[src/rtl/ifetch_unit_pkg.sv]
// Shared CPU definitions: fetch FSM encoding, reset vector and alignment helper.
// Also imported by the PC register and the controller.
package ifetch_unit_pkg;

    typedef enum logic [1:0] {
        ST_IDLE = 2'd0,
        ST_REQ  = 2'd1,
        ST_HOLD = 2'd2
    } fetch_state_e;

    localparam logic [31:0] CPU_RESET_VECTOR = 32'h0000_3000;
    localparam int          FETCH_CNT_W      = 5;

    function automatic logic is_word_aligned(input logic [31:0] addr);
        return (addr[1:0] == 2'b00);
    endfunction

endpackage

[src/rtl/ifetch_unit.sv]
// Instruction fetch unit: issues one memory read per fetch request and holds the
// returned word in ir until the decoder acknowledges it, with flush and timeout.
module ifetch_unit
    import ifetch_unit_pkg::*;
#(
    parameter logic [31:0] RESET_VECTOR = CPU_RESET_VECTOR,
    parameter int          TIMEOUT      = 16
) (
    input  logic        clk,
    input  logic        rst,
    input  logic [31:0] pc,
    input  logic        fetch_start,
    input  logic        flush,
    input  logic        mem_ready,
    input  logic [31:0] mem_rdata,
    input  logic        ir_ack,
    output logic        mem_req,
    output logic [31:0] mem_addr,
    output logic [31:0] ir,
    output logic [31:0] ir_pc,
    output logic        ir_valid,
    output logic        busy,
    output logic        fault_misalign,
    output logic        fault_timeout
);

    localparam logic [FETCH_CNT_W-1:0] CNT_LAST = FETCH_CNT_W'(TIMEOUT - 1);

    fetch_state_e           state_q, state_d;
    logic [31:0]            mem_addr_q, mem_addr_d;
    logic [31:0]            ir_q, ir_d;
    logic [31:0]            ir_pc_q, ir_pc_d;
    logic [FETCH_CNT_W-1:0] cnt_q, cnt_d;
    logic                   drop_q, drop_d;
    logic                   misalign_q, misalign_d;
    logic                   timeout_q, timeout_d;

    logic start_ok;
    logic start_bad;

    assign start_ok  = fetch_start &&  is_word_aligned(pc);
    assign start_bad = fetch_start && !is_word_aligned(pc);

    always_ff @(posedge clk or posedge rst) begin
        if (rst) begin
            state_q    <= ST_IDLE;
            mem_addr_q <= RESET_VECTOR;
            ir_q       <= '0;
            ir_pc_q    <= RESET_VECTOR;
            cnt_q      <= '0;
            drop_q     <= 1'b0;
            misalign_q <= 1'b0;
            timeout_q  <= 1'b0;
        end else begin
            state_q    <= state_d;
            mem_addr_q <= mem_addr_d;
            ir_q       <= ir_d;
            ir_pc_q    <= ir_pc_d;
            cnt_q      <= cnt_d;
            drop_q     <= drop_d;
            misalign_q <= misalign_d;
            timeout_q  <= timeout_d;
        end
    end

    always_comb begin
        state_d    = state_q;
        mem_addr_d = mem_addr_q;
        ir_d       = ir_q;
        ir_pc_d    = ir_pc_q;
        cnt_d      = cnt_q;
        drop_d     = drop_q;
        misalign_d = 1'b0;
        timeout_d  = timeout_q;

        case (state_q)
            ST_IDLE: begin
                if (start_ok) begin
                    state_d    = ST_REQ;
                    mem_addr_d = pc;
                    timeout_d  = 1'b0;
                    cnt_d      = '0;
                    drop_d     = 1'b0;
                end else if (start_bad) begin
                    misalign_d = 1'b1;
                end
            end

            ST_REQ: begin
                if (mem_ready) begin
                    // A flush in the same cycle as the data counts as a drop.
                    if (drop_q || flush) begin
                        state_d = ST_IDLE;
                    end else begin
                        state_d = ST_HOLD;
                        ir_d    = mem_rdata;
                        ir_pc_d = mem_addr_q;
                    end
                    drop_d = 1'b0;
                end else if (cnt_q == CNT_LAST) begin
                    state_d   = ST_IDLE;
                    timeout_d = 1'b1;
                    drop_d    = 1'b0;
                end else begin
                    cnt_d = cnt_q + 1'b1;
                    if (flush) begin
                        drop_d = 1'b1;
                    end
                end
            end

            ST_HOLD: begin
                if (flush) begin
                    state_d = ST_IDLE;
                end else if (ir_ack) begin
                    if (start_ok) begin
                        state_d    = ST_REQ;
                        mem_addr_d = pc;
                        timeout_d  = 1'b0;
                        cnt_d      = '0;
                        drop_d     = 1'b0;
                    end else begin
                        state_d    = ST_IDLE;
                        misalign_d = start_bad;
                    end
                end
            end

            default: state_d = ST_IDLE;
        endcase
    end

    assign mem_req        = (state_q == ST_REQ);
    assign ir_valid       = (state_q == ST_HOLD);
    assign busy           = (state_q != ST_IDLE);
    assign mem_addr       = mem_addr_q;
    assign ir             = ir_q;
    assign ir_pc          = ir_pc_q;
    assign fault_misalign = misalign_q;
    assign fault_timeout  = timeout_q;

endmodule

[config.mk]
export PLATFORM = sky130hd
export DESIGN_NAME = ifetch_unit
export DESIGN_NICKNAME = d
export VERILOG_FILES = /design/src/rtl/ifetch_unit_pkg.sv /design/src/rtl/ifetch_unit.sv
export SDC_FILE = /design/constraint.sdc
export NUM_CORES = 1
export LEC_CHECK = 0
export ABC_AREA = 1
export BUFFER_PORTS_ARGS = -buffer_cell sky130_fd_sc_hd__buf_4
export CAP_MARGIN = 20
export CORE_ASPECT_RATIO = 1.1
export CORE_UTILIZATION = 30
export CTS_CLUSTER_SIZE = 28
export DETAILED_ROUTE_END_ITERATION = 16
export GPL_ROUTABILITY_DRIVEN = 0
export PLACE_DENSITY_LB_ADDON = 0.25
export SLEW_MARGIN = 25
export SYNTH_ARGS = -nofsm -noshare
export SYNTH_HDL_FRONTEND = slang
export SYNTH_SLANG_ARGS = --single-unit
[constraint.sdc]
create_clock -name clk -period 6.7 [get_ports clk]
set_input_delay 1.005 -clock clk [delete_from_list [all_inputs] [get_ports clk]]
set_output_delay 1.005 -clock clk [all_outputs]
set_load 0.02 [all_outputs]
==> flow_summary.ini, run 1 <==
[worst_setup_path]
start_kind = input pin
cp_max_fo = 84
arrival_ns = 2.80
path_class = in2reg
cp-end-kind = flop
r2r_setup_slack_ns = 4.41
cp_data_required_time_ns = 6.96

[timing]
clock.fmax_mhz = 395
finalSetupTns_ns = 0
skew_ns = 0.00828
hold_viol_final = 0
rsz0062_at_grt = no
finalWorstSetupSlack_ns = 4.17
slew_headroom = 0.347
fin_crit_sh = 0.378
worstMarginPinSlew_ns = 0.979
setup-violations-final = 0
finalCriticalPeriod_ns = 2.53
drv_slew = 0
holdWs_ns = 0.481

[clocking]
root_buffer = clkbuf_16
postCtsHoldBufs = 0
cts_setup_buffers = 0
h-tree-depth = 3
cts_sinks = 106
cts-resized-gates = 0
clkLatencyLatePin_ns = 0.35
path_clk_slew_ns = 0.06
clockBufferDepth = 2
cts-buffers-inserted = 9
cts_tree = yes

[pwr]
internal-power_mw = 1.57
ir_drop_mv = 0.163
pwr-share-clk = 0.260
seqPwrFrac = 0.391
comb_power_share = 0.349
switching_power_uw = 811
switching_share = 0.341
p_per_area_nw_per_um2 = 384
total_power_mw = 2.38
p_leak_nw = 3.26

[grt]
grt_pass1_vias = 3464
grt_max_degree = 85
gr-total-overflow = 0
antenna_found_initial = 0
grt_pass1_wl_um = 16500
track_usage = 0.137

[yosys]
synth_warnings = 0
synthCells = 460
ys.flop_type = dfrtp_1
syn_area_um2 = 4470
synth_fp_nets = 532
synthDistinctLibCells = 18
synth-seq-cells = 106
synth_common_cells = 127 x nand2_1, 102 x dfrtp_1, 74 x inv_1
ys_async_sr_fraction = 1.00
ys_seq_area_frac = 0.595
avgSynthCellArea_um2 = 9.71
synth_top_area_frac = 0.571
synth_most_common_cell = nand2_1
synth_edf_count = 0
ys_top_cells_by_area = dfrtp_1 57%, o21ai_2 11%, nand2_1 11%, inv_1 6.2%, o21ai_0 3.5%
synth_top_area_cell = dfrtp_1

[placement]
pre_cts_ws_ns = 3.80
hpwl_um = 7140
portBuffers = 170
placedCellCount = 804
placed_cell_area_um2 = 5830

[route]
route.detailed.drc = 0
avgRoutedWirePerCell_um = 12.4
vias = 3481
first_pass_iters = 6
drt-initial-drc-count = 181
ant_nets = 0
vias_per_cell = 4.25
routed_wl_um = 10100

[layout]
fin_util = 0.427
fin_area_um2 = 6190
layout-drive-gt1-share = 0.401
diodes = 0
nets = 695
syn2layout_area_growth_pct = 38.6
stdcell_count = 820

[floorplan]
fp.dieW_um = 118
initial_core_util = 0.308
ioPinCount = 171
die-area_um2 = 15400
dieHeight_um = 130
rows = 46
core_area_um2 = 14500

[outcome]
status = completed

[min_path]
hold_class = reg2reg

[run]
maxCapViolations = 0
cell families (layout without fill, tap and decap cells):
logic type / count (synthesis) / count (layout) / synth area share
simple gates: 160 / 160 / 0.143
flops: 106 / 106 / 0.595
compound gates: 96 / 96 / 0.154
buf+inv: 96 / 264 / 0.103
fa+ha+maj: 2 / 2 / 0.00560
final cells by class:
type                            count  area, um2
Multi-Input combinational cell    258       1360
Fill cell                        1495       8310
Clock inverter                      4       98.8
Timing Repair Buffer              172       1290
Clock buffer                       12        256
Inverter                           76        288
Tap cell                          192        240
Sequential cell                   106       2660
worst paths after layout:
path                       depth (start not counted)                         to                      start
max                                                6         ir[29]$_DFFE_PP0P_                      flush
min                                                2  fault_timeout$_DFFE_PP0P_  fault_timeout$_DFFE_PP0P_
max reg2reg                                        6         ir[29]$_DFFE_PP0P_     state_q[0]$_DFFE_PP0P_
min reg2reg                                        2  fault_timeout$_DFFE_PP0P_  fault_timeout$_DFFE_PP0P_
max in group asynchronous                          3         ir[28]$_DFFE_PP0P_                        rst
min in group asynchronous                          2         ir[22]$_DFFE_PP0P_                        rst
metal layers:
layer | up-vias | track usage | wire, um
met4 | 0 | 0.0830 | 353
met1 | 1611 | 0.157 | 4180
met3 | 23 | 0.0345 | 566
li1 | 1744 | - | -
met5 | - | 0 | 0
met2 | 103 | 0.233 | 5030
cells in the final DEF, fill, tap and decap left out, drive strengths merged:
| master | netlist | layout |
|---|---|---|
| buf | 19 | 172 |
| nand2 | 127 | 127 |
| dfstp | 4 | 4 |
| clkinv | 0 | 1 |
| clkbuf | 1 | 12 |
| inv | 76 | 76 |
| bufinv | 0 | 3 |
| nor2 | 18 | 18 |
| nand3 | 14 | 14 |
| dfrtp | 102 | 102 |
| ha | 2 | 2 |
| o21ai | 95 | 95 |
| a21oi | 1 | 1 |
| nand4 | 1 | 1 |
sequential cells by signal (all words and copies together) (netlist names):
name            flops
fault_timeout       1
ir_pc              32
state_q             2
ir                 32
fault_misalign      1
mem_addr           32
drop_q              1
cnt_q               5
worst max-delay path, stage by stage:
cell,delay (ns)
buf_4,0.10
nor2_1,0.06
nand3_4,0.45
buf_4,0.86
nand2_1,0.16
o21ai_2,0.09
power by group through the flow:
stage / clock, mW / sequential, mW / combinational [mW]
CTS: 0.640 / 0.932 / 0.844
floorplan: 0 / 1.15 / 0.242
detailed placement: 0 / 0.941 / 0.842
global placement: 0 / 0.937 / 0.832
finish: 0.617 / 0.930 / 0.830
global route: 0.660 / 0.954 / 0.895
Note: power is estimated with default switching activity, not from simulation.
==> inputs of run 2 (changes only) <==
==> constraint.sdc (replaced) <==
create_clock -name clk -period 2.17 [get_ports clk]
set_input_delay 0.3255 -clock clk [delete_from_list [all_inputs] [get_ports clk]]
set_output_delay 0.3255 -clock clk [all_outputs]
set_load 0.02 [all_outputs]
==> flow_summary.ini, run 2 (synthesized netlist as in run 1, its figures left out) <==
[layout]
final_cell_mix = 171 x buf_4, 127 x nand2_1, 102 x dfrtp_1
final_common_cell = buf_4
syn2layout_area_growth_pct = 39.7
layout-drive-gt1-share = 0.407
seqCellArea_um2 = 2660
nets = 699
diodes = 0
multi_input_area_um2 = 1360
fillers = 1455

[route]
avgRoutedWirePerCell_um = 12.5
vias = 3526
first_pass_iters = 4
ant_nets = 0
vias_per_cell = 4.28
drt-initial-drc-count = 193
route.detailed.drc = 0
routed_wl_um = 10300

[clocking]
cts_setup_buffers = 0
cts_tree = yes
clockBufferDepth = 2
cts-buffers-inserted = 9
cts_sinks = 106
cts-resized-gates = 0
clkLatencyLatePin_ns = 0.35
path_clk_slew_ns = 0.07
postCtsHoldBufs = 0
h-tree-depth = 3
root_buffer = clkbuf_16

[timing]
skew_ns = 0.00888
rsz0062_at_grt = no
finalSetupTns_ns = 0
finalCriticalPeriod_ns = 1.81
slew_headroom = 0.540
hold_viol_final = 0
setup-violations-final = 0
clock.fmax_mhz = 552
holdWs_ns = 0.0804
worstMarginPinSlew_ns = 0.688
drv_slew = 0
fin_crit_sh = 0.834

[placement]
hpwl_um = 7560
portBuffers = 170

[outcome]
status = completed

[worst_setup_path]
cp_max_fo = 6
rr_startpoint = cnt_q[0]$_DFFE_PP0P_
cp_slowest_cell = dfrtp_1
cp_data_required_time_ns = 2.46
start_kind = flop
crit_path_cell_trace = ha_1, nand2_1, nor2_1, ha_1, inv_1, nand2_1, nor2_1, inv_1, nand2_1, nand2_1, nand2_1
cp-end-kind = flop
cp_common_cell = nand2_1
arrival_ns = 2.10
crit_start = cnt_q[0]$_DFFE_PP0P_
critPathMaxStageDelay_ns = 0.41
path_class = reg2reg

[floorplan]
core_area_um2 = 14500
initial_core_util = 0.308
fp.dieW_um = 118
rows = 46
dieHeight_um = 130
die-area_um2 = 15400
ioPinCount = 171

[pwr]
total_power_mw = 7.13
p_per_area_nw_per_um2 = 1140
p_leak_nw = 3.28
ir_drop_mv = 0.398

[grt]
grt_max_degree = 75
gr-total-overflow = 0
antenna_found_initial = 0
grt_pass1_wl_um = 16700
grt_pass1_vias = 3506
track_usage = 0.139

[min_path]
hold_class = in2async

[run]
maxCapViolations = 0
[run 2: cell type report]
class | instances | share of cell area
Sequential cell | 106 | 0.426
Timing Repair Buffer | 176 | 0.222
Tap cell | 192 | 0.0385
Inverter | 76 | 0.0463
Clock inverter | 6 | 0.0118
Clock buffer | 10 | 0.0383
Multi-Input combinational cell | 258 | 0.218
[run 2: path summary, 6_finish.rpt]
kind / endpoint / slack [ns] / cells after the start
worst max register to register: cnt_q[0]$_DFFE_PP0P_ / 0.36 / 11
worst min-delay path: ir_pc[2]$_DFFE_PP0P_ / 0.08 / 2
worst max-delay path: cnt_q[0]$_DFFE_PP0P_ / 0.36 / 11
worst min register to register: fault_timeout$_DFFE_PP0P_ / 0.47 / 2
max in group asynchronous: ir[21]$_DFFE_PP0P_ / 1.45 / 3
min in group clk: mem_addr[22]$_DFFE_PP0P_ / 0.18 / 3
[run 2: worst max-delay path, delay by kind of cell, from the launching register on]
family / cells / cell delay, ns
AND/OR/NAND/NOR: 7 / 0.68
flip-flops: 1 / 0.41
adder cells (fa/ha/maj): 2 / 0.44
buffers and inverters: 2 / 0.22
[run 2: layer usage]
layer	share of wire	vias up	global-route usage
met5	0	-	0
met4	0.027	0	0.0807
met3	0.054	17	0.0350
met2	0.51	99	0.244
met1	0.40	1659	0.155
li1	-	1751	-
[run 2: power breakdown]
part           total, mW  leakage, nW  internal [mW]  switching [mW]
sequential          2.87         1.34           2.55           0.318
clock               1.68        0.147          0.940           0.745
combinational       2.58         1.79           1.11            1.47
[run 2: per-stage QoR]
stage	area, um2	std cells	util	setup WS [ns]
floorplan	4470	460	-	0.574
global placement	5930	808	0.409	0.456
detailed placement	5930	808	0.409	0.408
CTS	6240	824	0.430	0.385
global route	6240	824	0.430	0.202
finish	6240	824	0.430	0.360
==> inputs of run 3 (changes only) <==
--- a/config.mk
+++ b/config.mk
@@ -5,7 +5,7 @@
 export SDC_FILE = /design/constraint.sdc
 export NUM_CORES = 1
 export LEC_CHECK = 0
-export ABC_AREA = 1
+export ABC_AREA = 0
 export BUFFER_PORTS_ARGS = -buffer_cell sky130_fd_sc_hd__buf_4
 export CAP_MARGIN = 20
 export CORE_ASPECT_RATIO = 1.1
==> constraint.sdc (replaced) <==
create_clock -name clk -period 1.5 [get_ports clk]
set_input_delay 0.225 -clock clk [delete_from_list [all_inputs] [get_ports clk]]
set_output_delay 0.225 -clock clk [all_outputs]
set_load 0.02 [all_outputs]
==> flow_summary.ini, run 3 <==
[pwr]
ir_drop_mv = 0.834
p_leak_nw = 3.32
p_per_area_nw_per_um2 = 1700

[layout]
diodes = 0
syn2layout_area_growth_pct = 58.0
layout-drive-gt1-share = 0.720
fin_area_um2 = 6670
final_common_cell = buf_4
final_cell_mix = 187 x buf_4, 101 x dfrtp_1, 51 x mux2_4
nets = 543
fillers = 1245

[placement]
placed_cell_area_um2 = 5840
portBuffers = 170
hpwl_um = 6380

[worst_setup_path]
cp_slowest_cell = dfrtp_1
path_delay_family = buffers and inverters
rr_startpoint = state_q[0]$_DFFE_PP0P_
cp_max_fo = 8
crit_path_cell_trace = buf_6, buf_6, nand2b_4, inv_4, nand3_4, clkbuf_16, mux2_4
r2r_setup_slack_ns = -0.16
cp_data_required_time_ns = 1.72
regToRegEndpoint = ir[15]$_DFFE_PP0P_
start_kind = flop
cp_common_cell = buf_6
critPathMaxStageDelay_ns = 0.40
arrival_ns = 1.89
cp-end-kind = flop
cp_num_cells = 7
endpoint = ir[15]$_DFFE_PP0P_
path_buf_inv = 4
crit_start = state_q[0]$_DFFE_PP0P_
r2r_cells = 7
path_class = reg2reg

[outcome]
status = complete, but fails checks
violations = setup timing

[floorplan]
ioPinCount = 171
die-area_um2 = 14500
dieHeight_um = 126
rows = 45
initial_core_util = 0.306
fp.dieW_um = 115
core_area_um2 = 13800

[clocking]
path_clk_slew_ns = 0.07
cts_tree = yes
clkLatencyLatePin_ns = 0.34
h-tree-depth = 3
cts_sinks = 106
cts-buffers-inserted = 9
clockBufferDepth = 2
root_buffer = clkbuf_16

[timing]
worstMarginPinSlew_ns = 0.367
finalWorstSetupSlack_ns = -0.164
fin_crit_sh = 1.11
setup-violations-final = 104
finalCriticalPeriod_ns = 1.66
clock.fmax_mhz = 601
finalSetupTns_ns = -12.00
rsz0062_at_grt = yes
holdWs_ns = 0.0728
skew_ns = 0.00366
drv_slew = 0
hold_viol_final = 0
slew_headroom = 0.754

[grt]
antenna_found_initial = 0
grt_max_degree = 61
gr-total-overflow = 0
grt_pass1_vias = 3133
track_usage = 0.142
grt_pass1_wl_um = 15700

[yosys]
ys_seq_area_frac = 0.630
synth_common_cells = 102 x dfrtp_1, 89 x mux2_2, 8 x buf_6
synth-seq-cells = 106
synthDistinctLibCells = 31
synth_top_family_by_area = multiplexers
synthSimpleGateAreaFrac = 0.0501
syn_area_um2 = 4220
synth_xor_area_frac = 0
synth_top_area_frac = 0.605
synth_compound_area_frac = 0.0317
ys.flop_type = dfrtp_1
synth_most_common_cell = dfrtp_1
synthCells = 265
ys_top_cells_by_area = dfrtp_1 60%, mux2_2 24%, dfstp_2 2.5%, buf_6 2.1%, a221o_1 1.4%
synthMuxAreaShare = 0.251
ys_async_sr_fraction = 1.00
avgSynthCellArea_um2 = 15.9
synth_warnings = 0
synth_edf_count = 0
synth_top_area_cell = dfrtp_1
synth_fp_nets = 337
synth_fa_ha_area_frac = 0.00593

[route]
routed_wl_um = 10700
route.detailed.drc = 0
vias = 3004
drt-initial-drc-count = 86
vias_per_cell = 4.53
first_pass_iters = 3
avgRoutedWirePerCell_um = 16.2
ant_nets = 0

[min_path]
hold_class = in2reg

[run]
maxCapViolations = 0
run 3: cell count changes after synthesis, moves of 9 or more:
cell / before / now
nand3_1: 12 / 0
o21ai_2: 55 / 0
inv_1: 74 / 5
o21ai_0: 31 / 0
nand2_1: 127 / 0
nor2_1: 17 / 4
o21ai_1: 9 / 0
mux2_2: 0 / 89
run 3: cell type report:
cell class / count / area, um2 / share of cell area
repair buffers: 207 / 1760 / 0.264
clock buffers: 11 / 243 / 0.0364
inverters: 6 / 28.8 / 0.00432
multi-input cells: 141 / 1710 / 0.257
well taps: 188 / 235 / 0.0353
clock inverters: 4 / 28.8 / 0.00432
flip-flops and latches: 106 / 2660 / 0.399
run 3: per-stage QoR:
stage	setup WS [ns]	std cells	utilization	power, mW
3_3_place_gp	-0.142	628	0.423	8.75
5_1_grt	-0.215	663	0.483	11.9
2_1_floorplan	-0.0941	265	-	6.75
4_1_cts	-0.180	653	0.468	11.4
3_5_place_dp	-0.191	628	0.423	8.85
6_report	-0.164	663	0.483	11.4
run 3: metal layers:
layer	wire length, um	vias to the layer above	GRT usage
li1	-	1355	-
met1	4520	1537	0.164
met2	5390	102	0.240
met3	609	10	0.0354
met4	194	0	0.0787
met5	0	-	0
run 3: power breakdown:
part	internal, mW	switching, mW	total, mW
Sequential	3.91	0.593	4.50
Combinational	2.49	2.19	4.69
Clock	1.16	1.01	2.17
Total	7.56	3.80	11.4
run 3: worst min path at each step:
stage	cells past startpoint	from	endpoint	slack, ns
floorplan	1	ir_ack	state_q[1]$_DFFE_PP0P_	0.31
global placement	3	rst	ir_pc[25]$_DFFE_PP0P_	0.35
detailed placement	3	rst	ir_pc[25]$_DFFE_PP0P_	0.35
CTS	2	ir_ack	state_q[1]$_DFFE_PP0P_	0.06
global route	2	ir_ack	state_q[1]$_DFFE_PP0P_	0.06
finish	2	ir_ack	state_q[1]$_DFFE_PP0P_	0.07
run 3: logic make-up after synthesis:
family          after synthesis
fa+ha+maj                     2
simple gates                 32
buf+inv                      18
flops                       106
mux                          94
compound gates               13
run 3: timing repair:
action                                  CTS  global route
resized for setup                        53            24
buffers inserted                          6             6
gates cloned                              3             4
pin swaps                                 1             5
endpoints found under the setup margin   72           104
hold endpoints to repair                 47             0
hold buffers                              1             0
